`src/rtl/crc_ahb_engine_if.sv`:
```
// AHB-Lite single-transfer bus between the CRC engine (master) and memory (slave).
// Latency: none, wires only.
// Backpressure: HREADY from the slave stalls the master's current phase.
//
// Signals:
//   HADDR  - word address, driven by master
//   HTRANS - IDLE (2'b00) or NONSEQ (2'b10), driven by master
//   HWRITE - write strobe for the address phase, driven by master
//   HWDATA - write data for the data phase, driven by master
//   HRDATA - read data for the data phase, driven by slave
//   HREADY - transfer complete / wait, driven by slave
interface crc_ahb_engine_if #(
  parameter int DATA_WIDTH = 16,
  parameter int ADDR_WIDTH = 6
);
  logic [ADDR_WIDTH-1:0] HADDR;
  logic [1:0]            HTRANS;
  logic                  HWRITE;
  logic [DATA_WIDTH-1:0] HWDATA;
  logic [DATA_WIDTH-1:0] HRDATA;
  logic                  HREADY;

  modport master (
    output HADDR, HTRANS, HWRITE, HWDATA,
    input  HRDATA, HREADY
  );

  modport slave (
    input  HADDR, HTRANS, HWRITE, HWDATA,
    output HRDATA, HREADY
  );
endinterface

```
`src/rtl/crc_ahb_engine.sv`:
```
// CRC engine: on a regs_ready rising edge reads dlen+1 words over AHB-Lite, folds them into a CRC, writes the result to cadr.
// Latency: with N = dlen+1 and no wait states, done pulses 2N+3 cycles after the trigger cycle.
// Backpressure: every HREADY-low cycle stalls the current phase by one cycle with bus outputs held stable.
//
// Ports:
//   HCLK, HRESETn          - clock, asynchronous active-low reset
//   regs_ready             - level from the request synchroniser; rising edge in IDLE starts a job
//   dadr, cadr, dlen       - first data address, result address, word count minus one (captured at trigger)
//   ahb (master modport)   - AHB-Lite master bus
//   busy                   - high from the first read address phase through DONE
//   done                   - one-cycle completion pulse
//   crc_out                - final CRC of the last job, held until the next job completes
//
// Optional build macro CRC_FINAL_XOR_EN: when defined, the written and reported CRC is
// inverted (XOR all-ones); otherwise the raw CRC register is used.
module crc_ahb_engine #(
  parameter int                    DATA_WIDTH = 16,
  parameter int                    ADDR_WIDTH = 6,
  parameter logic [DATA_WIDTH-1:0] CRC_POLY   = 16'h1021,
  parameter logic [DATA_WIDTH-1:0] CRC_INIT   = 16'hFFFF
) (
  input  logic                  HCLK,
  input  logic                  HRESETn,
  input  logic                  regs_ready,
  input  logic [ADDR_WIDTH-1:0] dadr,
  input  logic [ADDR_WIDTH-1:0] cadr,
  input  logic [1:0]            dlen,
  crc_ahb_engine_if.master      ahb,
  output logic                  busy,
  output logic                  done,
  output logic [DATA_WIDTH-1:0] crc_out
);

  localparam logic [1:0] HTRANS_IDLE   = 2'b00;
  localparam logic [1:0] HTRANS_NONSEQ = 2'b10;

  localparam logic [ADDR_WIDTH-1:0] PTR_ONE = {{(ADDR_WIDTH-1){1'b0}}, 1'b1};

`ifdef CRC_FINAL_XOR_EN
  localparam logic [DATA_WIDTH-1:0] FINAL_XOR = {DATA_WIDTH{1'b1}};
`else
  localparam logic [DATA_WIDTH-1:0] FINAL_XOR = {DATA_WIDTH{1'b0}};
`endif

  typedef enum logic [2:0] {
    IDLE,
    RD_ADDR,
    RD_DATA,
    WR_ADDR,
    WR_DATA,
    DONE
  } state_t;

  state_t                state_q, state_d;
  logic                  rdy_q;
  logic [ADDR_WIDTH-1:0] ptr_q, ptr_d;
  logic [ADDR_WIDTH-1:0] cadr_q, cadr_d;
  logic [1:0]            dlen_q, dlen_d;
  logic [1:0]            cnt_q, cnt_d;
  logic [DATA_WIDTH-1:0] crc_q, crc_d;
  logic [DATA_WIDTH-1:0] crc_out_q, crc_out_d;

  logic [ADDR_WIDTH-1:0] haddr;
  logic [1:0]            htrans;
  logic                  hwrite;
  logic [DATA_WIDTH-1:0] hwdata;

  logic                  trig;
  logic [DATA_WIDTH-1:0] crc_final;

  // Bit-serial MSB-first CRC over one whole word, unrolled into a single cycle.
  function automatic logic [DATA_WIDTH-1:0] crc_next(
    input logic [DATA_WIDTH-1:0] c,
    input logic [DATA_WIDTH-1:0] d
  );
    logic [DATA_WIDTH-1:0] r;
    logic                  fb;
    r = c;
    for (int i = DATA_WIDTH - 1; i >= 0; i--) begin
      fb = r[DATA_WIDTH-1] ^ d[i];
      r  = {r[DATA_WIDTH-2:0], 1'b0} ^ ({DATA_WIDTH{fb}} & CRC_POLY);
    end
    return r;
  endfunction

  // The edge register tracks regs_ready in every state, so an edge seen while
  // busy is consumed there and a level still high on return to IDLE is ignored.
  assign trig      = regs_ready & ~rdy_q;
  assign crc_final = crc_q ^ FINAL_XOR;

  always_ff @(posedge HCLK or negedge HRESETn) begin
    if (!HRESETn) begin
      state_q   <= IDLE;
      rdy_q     <= 1'b0;
      ptr_q     <= '0;
      cadr_q    <= '0;
      dlen_q    <= '0;
      cnt_q     <= '0;
      crc_q     <= '0;
      crc_out_q <= '0;
    end else begin
      state_q   <= state_d;
      rdy_q     <= regs_ready;
      ptr_q     <= ptr_d;
      cadr_q    <= cadr_d;
      dlen_q    <= dlen_d;
      cnt_q     <= cnt_d;
      crc_q     <= crc_d;
      crc_out_q <= crc_out_d;
    end
  end

  // Bus outputs depend only on registered state; HREADY/HRDATA steer next state only.
  always_comb begin
    state_d   = state_q;
    ptr_d     = ptr_q;
    cadr_d    = cadr_q;
    dlen_d    = dlen_q;
    cnt_d     = cnt_q;
    crc_d     = crc_q;
    crc_out_d = crc_out_q;
    haddr     = '0;
    htrans    = HTRANS_IDLE;
    hwrite    = 1'b0;
    hwdata    = '0;

    case (state_q)
      IDLE: begin
        if (trig) begin
          state_d = RD_ADDR;
          ptr_d   = dadr;
          cadr_d  = cadr;
          dlen_d  = dlen;
          crc_d   = CRC_INIT;
          cnt_d   = '0;
        end
      end

      RD_ADDR: begin
        htrans = HTRANS_NONSEQ;
        haddr  = ptr_q;
        if (ahb.HREADY) state_d = RD_DATA;
      end

      RD_DATA: begin
        // Address held at ptr so the bus stays stable across wait states.
        haddr = ptr_q;
        if (ahb.HREADY) begin
          crc_d   = crc_next(crc_q, ahb.HRDATA);
          ptr_d   = ptr_q + PTR_ONE;
          cnt_d   = cnt_q + 2'd1;
          state_d = (cnt_q == dlen_q) ? WR_ADDR : RD_ADDR;
        end
      end

      WR_ADDR: begin
        htrans = HTRANS_NONSEQ;
        hwrite = 1'b1;
        haddr  = cadr_q;
        hwdata = crc_final;
        if (ahb.HREADY) state_d = WR_DATA;
      end

      WR_DATA: begin
        haddr  = cadr_q;
        hwdata = crc_final;
        if (ahb.HREADY) begin
          state_d   = DONE;
          crc_out_d = crc_final;
        end
      end

      DONE: begin
        state_d = IDLE;
      end

      default: begin
        state_d = IDLE;
      end
    endcase
  end

  assign ahb.HADDR  = haddr;
  assign ahb.HTRANS = htrans;
  assign ahb.HWRITE = hwrite;
  assign ahb.HWDATA = hwdata;

  assign busy    = (state_q != IDLE);
  assign done    = (state_q == DONE);
  assign crc_out = crc_out_q;

endmodule

```
`src/flat_wrapper.sv`:
```
// flat-port wrapper written by rule: the top's interface ports become plain ports
module crc_ahb_engine_flat 
#(
  parameter int                    DATA_WIDTH = 16,
  parameter int                    ADDR_WIDTH = 6,
  parameter logic [DATA_WIDTH-1:0] CRC_POLY   = 16'h1021,
  parameter logic [DATA_WIDTH-1:0] CRC_INIT   = 16'hFFFF
)
  (HCLK, HRESETn, regs_ready, dadr, cadr, dlen, busy, done, crc_out, ahb_HADDR, ahb_HTRANS, ahb_HWRITE, ahb_HWDATA, ahb_HRDATA, ahb_HREADY);
  crc_ahb_engine_if #(.DATA_WIDTH(DATA_WIDTH), .ADDR_WIDTH(ADDR_WIDTH)) ahb_i ();
  input  logic HCLK;
  input  logic HRESETn;
  input  logic regs_ready;
  input  logic [ADDR_WIDTH-1:0] dadr;
  input  logic [ADDR_WIDTH-1:0] cadr;
  input  logic [1:0] dlen;
  output logic busy;
  output logic done;
  output logic [DATA_WIDTH-1:0] crc_out;
  output wire logic [$bits(ahb_i.HADDR)-1:0] ahb_HADDR;
  output wire logic [$bits(ahb_i.HTRANS)-1:0] ahb_HTRANS;
  output wire logic [$bits(ahb_i.HWRITE)-1:0] ahb_HWRITE;
  output wire logic [$bits(ahb_i.HWDATA)-1:0] ahb_HWDATA;
  input wire logic [$bits(ahb_i.HRDATA)-1:0] ahb_HRDATA;
  input wire logic [$bits(ahb_i.HREADY)-1:0] ahb_HREADY;
  assign ahb_HADDR = ahb_i.HADDR;
  assign ahb_HTRANS = ahb_i.HTRANS;
  assign ahb_HWRITE = ahb_i.HWRITE;
  assign ahb_HWDATA = ahb_i.HWDATA;
  assign ahb_i.HRDATA = ahb_HRDATA;
  assign ahb_i.HREADY = ahb_HREADY;
  crc_ahb_engine #(.DATA_WIDTH(DATA_WIDTH), .ADDR_WIDTH(ADDR_WIDTH), .CRC_POLY(CRC_POLY), .CRC_INIT(CRC_INIT)) u_core (.HCLK(HCLK), .HRESETn(HRESETn), .regs_ready(regs_ready), .dadr(dadr), .cadr(cadr), .dlen(dlen), .ahb(ahb_i), .busy(busy), .done(done), .crc_out(crc_out));
endmodule
```
`config.mk`:
```
export PLATFORM = sky130hd
export DESIGN_NAME = crc_ahb_engine_flat
export DESIGN_NICKNAME = d
export VERILOG_FILES = /design/src/rtl/crc_ahb_engine_if.sv /design/src/rtl/crc_ahb_engine.sv /design/src/flat_wrapper.sv
export SDC_FILE = /design/constraint.sdc
export NUM_CORES = 1
export LEC_CHECK = 0
export CAP_MARGIN = 25
export CORE_UTILIZATION = 50
export DETAILED_ROUTE_END_ITERATION = 7
export HOLD_SLACK_MARGIN = 0.02
export PLACE_DENSITY = 0.81
export SYNTH_ARGS = -nofsm -noshare
export SYNTH_HDL_FRONTEND = slang
export SYNTH_SLANG_ARGS = --single-unit
```
`constraint.sdc`:
```
create_clock -name HCLK -period 3.4 [get_ports HCLK]
set_clock_uncertainty 0.2 [all_clocks]
set_input_delay 0.68 -clock HCLK [delete_from_list [all_inputs] [get_ports HCLK]]
set_output_delay 0.68 -clock HCLK [all_outputs]
set_load 0.01 [all_outputs]
```
==> insert_results.sql <==
INSERT INTO impl_metrics (metric_group, metric, value, unit) VALUES
('cts', 'clock_transition_at_path_regs', '90', 'ps'),
('logic_synthesis', 'yosysWarningCount', '0', ''),
('layout', 'nNetsFinal', '416', ''),
('layout', 'layout_commonest_cell', 'sky130_fd_sc_hd__clkdlybuf4s50_1', ''),
('worst_hold_path', 'holdCritPathClass', 'input port to asynchronous set/reset pin', ''),
('sta', 'final-hold-violation-count', '0', ''),
('detailed_routing', 'vias', '2523', ''),
('logic_synthesis', 'syn_inst', '304', ''),
('sta', 'finalCritPeriodShare', '0.931', ''),
('power_and_ir_drop', 'vdd_drop_max', '0.628', 'mV'),
('setup_path', 'timing.critical_path.cells', 'nor2b_1 -> and2_1 -> or2_2 -> and2_1 -> clkdlybuf4s50_1', ''),
('global_routing', 'initial_antenna_violation_count', '0', ''),
('layout', 'insertedDiodeCount', '0', ''),
('status', 'run_status', 'finished clean', ''),
('setup_path', 'cp_common_cell', 'sky130_fd_sc_hd__and2_1', ''),
('setup_path', 'critical_path_class', 'flip-flop to primary output', ''),
('cts', 'insertion_delay', '310', 'ps'),
('setup_path', 'path_depth_of_the_worst_reg2reg_path', '6', ''),
('setup_path', 'worst-r2r-setup-slack', '840', 'ps'),
('sta', 'rsz_0062_raised_after_global_routing', 'no', ''),
('power_and_ir_drop', 'leakage', '0.00170', 'uW'),
('logic_synthesis', 'synthDistinctLibCells', '44', ''),
('floorplanning', 'floorplan.core_area', '6030', 'um^2'),
('detailed_routing', 'drt-initial-drc-count', '156', ''),
('cts', 'cts.sink_count', '52', ''),
('logic_synthesis', 'syn_nets', '339', ''),
('sta', 'final.setup.worst_slack', '236', 'ps'),
('cts', 'cts_setup_buffers', '0', ''),
('sta', 'final.setup.tns', '0', 'ps'),
('floorplanning', 'die_w', '81.5', 'um'),
('power_and_ir_drop', 'total_power_draw', '4250', 'uW'),
('placement', 'gp_routability_congestion', '0.846', ''),
('detailed_routing', 'route.detailed.drc', '0', ''),
('setup_path', 'reg2reg_to', 'u_core.crc_final[13]$_DFFE_PN0P_', ''),
('layout', 'final_util', '0.689', ''),
('setup_path', 'setup.worst_path.start_class', 'flip-flop', ''),
('cts', 'clk_root_buffer_cell', 'sky130_fd_sc_hd__clkbuf_8', ''),
('detailed_routing', 'routed_wire_length_per_instance', '16.3', 'um'),
('layout', 'synthToLayoutAreaGrowth', '31.4', '%'),
('floorplanning', 'fp-row-count', '28', ''),
('sta', 'relSlewSlack', '0.563', ''),
('floorplanning', 'die_h', '81.5', 'um'),
('setup_path', 'setup.worst_path.end_class', 'primary output', ''),
('sta', 'finalSetupViolCount', '0', ''),
('logic_synthesis', 'post_synth.cell_area_avg', '10.4', 'um^2'),
('global_routing', 'grt_first_pass_wirelength', '12000', 'um'),
('detailed_routing', 'postRouteAntennaNets', '0', ''),
('setup_path', 'worstPathMaxFanout', '16', ''),
('floorplanning', 'effective_utilization_at_floorplan', '0.525', ''),
('floorplanning', 'area_of_the_die', '6640', 'um^2'),
('cts', 'cts_buffers', '5', ''),
('cts', 'cts-root-to-sink-buffers', '2', ''),
('setup_path', 'cpMaxStageDelayCell', 'sky130_fd_sc_hd__dfrtp_1', ''),
('placement', 'hpwlAfterDp', '5300', 'um'),
('logic_synthesis', 'seq_total_area_yosys', '0.412', ''),
('layout', 'drive_gt1_frac', '0.175', ''),
('flow_run', 'max_cap_viol_count', '0', ''),
('placement', 'portBuffers', '75', ''),
('global_routing', 'grt_overflow', '0', ''),
('setup_path', 'cp.buffers_inverters', '1', ''),
('logic_synthesis', 'synth-async-reset-ratio', '1.00', ''),
('logic_synthesis', 'synth.area.top_cells', 'sky130_fd_sc_hd__dfrtp_1 (41%), sky130_fd_sc_hd__mux2_2 (10%), sky130_fd_sc_hd__xnor2_1 (8.3%)', ''),
('layout', 'layout_common_cells', 'sky130_fd_sc_hd__clkdlybuf4s50_1 (74), sky130_fd_sc_hd__dfrtp_1 (51), sky130_fd_sc_hd__xnor2_1 (30)', ''),
('logic_synthesis', 'synth_area_leader_cell', 'sky130_fd_sc_hd__dfrtp_1', ''),
('sta', 'fmax', '316', 'MHz'),
('sta', 'worst_pin_slew', '655', 'ps'),
('logic_synthesis', 'synthDominantCellAreaShare', '0.412', ''),
('cts', 'htree_num_levels', '2', ''),
('power_and_ir_drop', 'cell_pwr_density', '1020', 'nW/um^2'),
('setup_path', 'worst-endpoint-required', '2520', 'ps'),
('setup_path', 'worst_path_largest_cell_delay', '560', 'ps');
==> worst max-delay path by stage <==
stage	start	end	slack, ps	cells past startpoint
floorplan	ahb_HRDATA[14]	u_core.crc_final[7]$_DFFE_PN0P_	760	6
global placement	ahb_HRDATA[13]	u_core.crc_final[13]$_DFFE_PN0P_	200	7
detailed placement	ahb_HRDATA[13]	u_core.crc_final[13]$_DFFE_PN0P_	130	7
CTS	u_core.state_q[1]$_DFFE_PN0P_	ahb_HWDATA[7]	130	4
global route	u_core.state_q[2]$_DFFE_PN0P_	ahb_HWDATA[14]	100	5
finish	u_core.state_q[2]$_DFFE_PN0P_	ahb_HWDATA[7]	240	5
==> synthesized netlist by cell type (2+ instances only) <==
cell type	instances
sky130_fd_sc_hd__a21oi_1	18
sky130_fd_sc_hd__a22oi_1	7
sky130_fd_sc_hd__a311oi_1	3
sky130_fd_sc_hd__and2_1	17
sky130_fd_sc_hd__and3_1	5
sky130_fd_sc_hd__buf_2	3
sky130_fd_sc_hd__clkbuf_1	13
sky130_fd_sc_hd__dfrtp_1	52
sky130_fd_sc_hd__inv_1	5
sky130_fd_sc_hd__mux2_2	29
sky130_fd_sc_hd__nand2_1	19
sky130_fd_sc_hd__nand2b_1	2
sky130_fd_sc_hd__nand3_1	7
sky130_fd_sc_hd__nor2_1	22
sky130_fd_sc_hd__nor2b_1	2
sky130_fd_sc_hd__nor3_1	6
sky130_fd_sc_hd__o21ai_0	18
sky130_fd_sc_hd__o22a_1	2
sky130_fd_sc_hd__o22ai_1	3
sky130_fd_sc_hd__or3b_2	2
sky130_fd_sc_hd__xnor2_1	30
sky130_fd_sc_hd__xnor3_1	2
sky130_fd_sc_hd__xnor3_2	2
sky130_fd_sc_hd__xnor3_4	2
sky130_fd_sc_hd__xor2_1	13
sky130_fd_sc_hd__xor2_2	2
==> state kept, by name, summed over array words and instances (netlist names) <==
name	cells
u_core.ptr_q	6
u_core.cadr_q	6
u_core.dlen_q	2
u_core.cnt_q	2
u_core.rdy_q	1
u_core.crc_out	16
u_core.crc_final	16
u_core.state_q	3
==> metal layers <==
metal  up-vias  share of wire  global-route usage
met1      1239           0.45               0.334
met5         -              0                   0
met4         0          0.013              0.0839
li1       1194              -                   -
met2        79           0.49               0.387
met3        11          0.047              0.0300
==> repair_timing <==
action / 4_1_cts / 5_1_grt
resized for setup: 0 / 1
endpoints found under the hold margin: 0 / 0
endpoints found under the setup margin: 0 / 2
==> layout make-up <==
class | count | area, um^2
fill | 467 | 1870
multi-input combinational | 230 | 1770
sequential | 52 | 1300
timing repair buffer | 87 | 836
clock buffer | 7 | 96.3
tap | 75 | 93.8
clock inverter | 1 | 30.0
inverter | 5 | 18.8
==> power breakdown <==
group	internal (uW)	total [uW]	switching [uW]	leakage [uW]
clock	260	469	209	0.0000645
combinational	1470	2620	1150	0.00106
sequential	884	1160	279	0.000570
total	2610	4250	1640	0.00170
==> kinds of logic after synthesis <==
| logic type | synth area share |
|---|---|
| DFF | 0.412 |
| muxes | 0.103 |
| AOI/OAI and AO/OA | 0.107 |
| xor gates and xnor gates | 0.205 |
| other | 0.00119 |
| adders and majority gates | 0.00396 |
| buffers and inverters | 0.0285 |
| and+or+nand+nor | 0.140 |
==> through the flow <==
step	instance area [um^2]	hold slack (ps)
after floorplan	3160	184
final	4150	277
after CTS	4150	300
after global placement	4020	290
after detailed placement	4020	296
after global routing	4150	333
No activity file was read; power rests on OpenSTA's default activity.
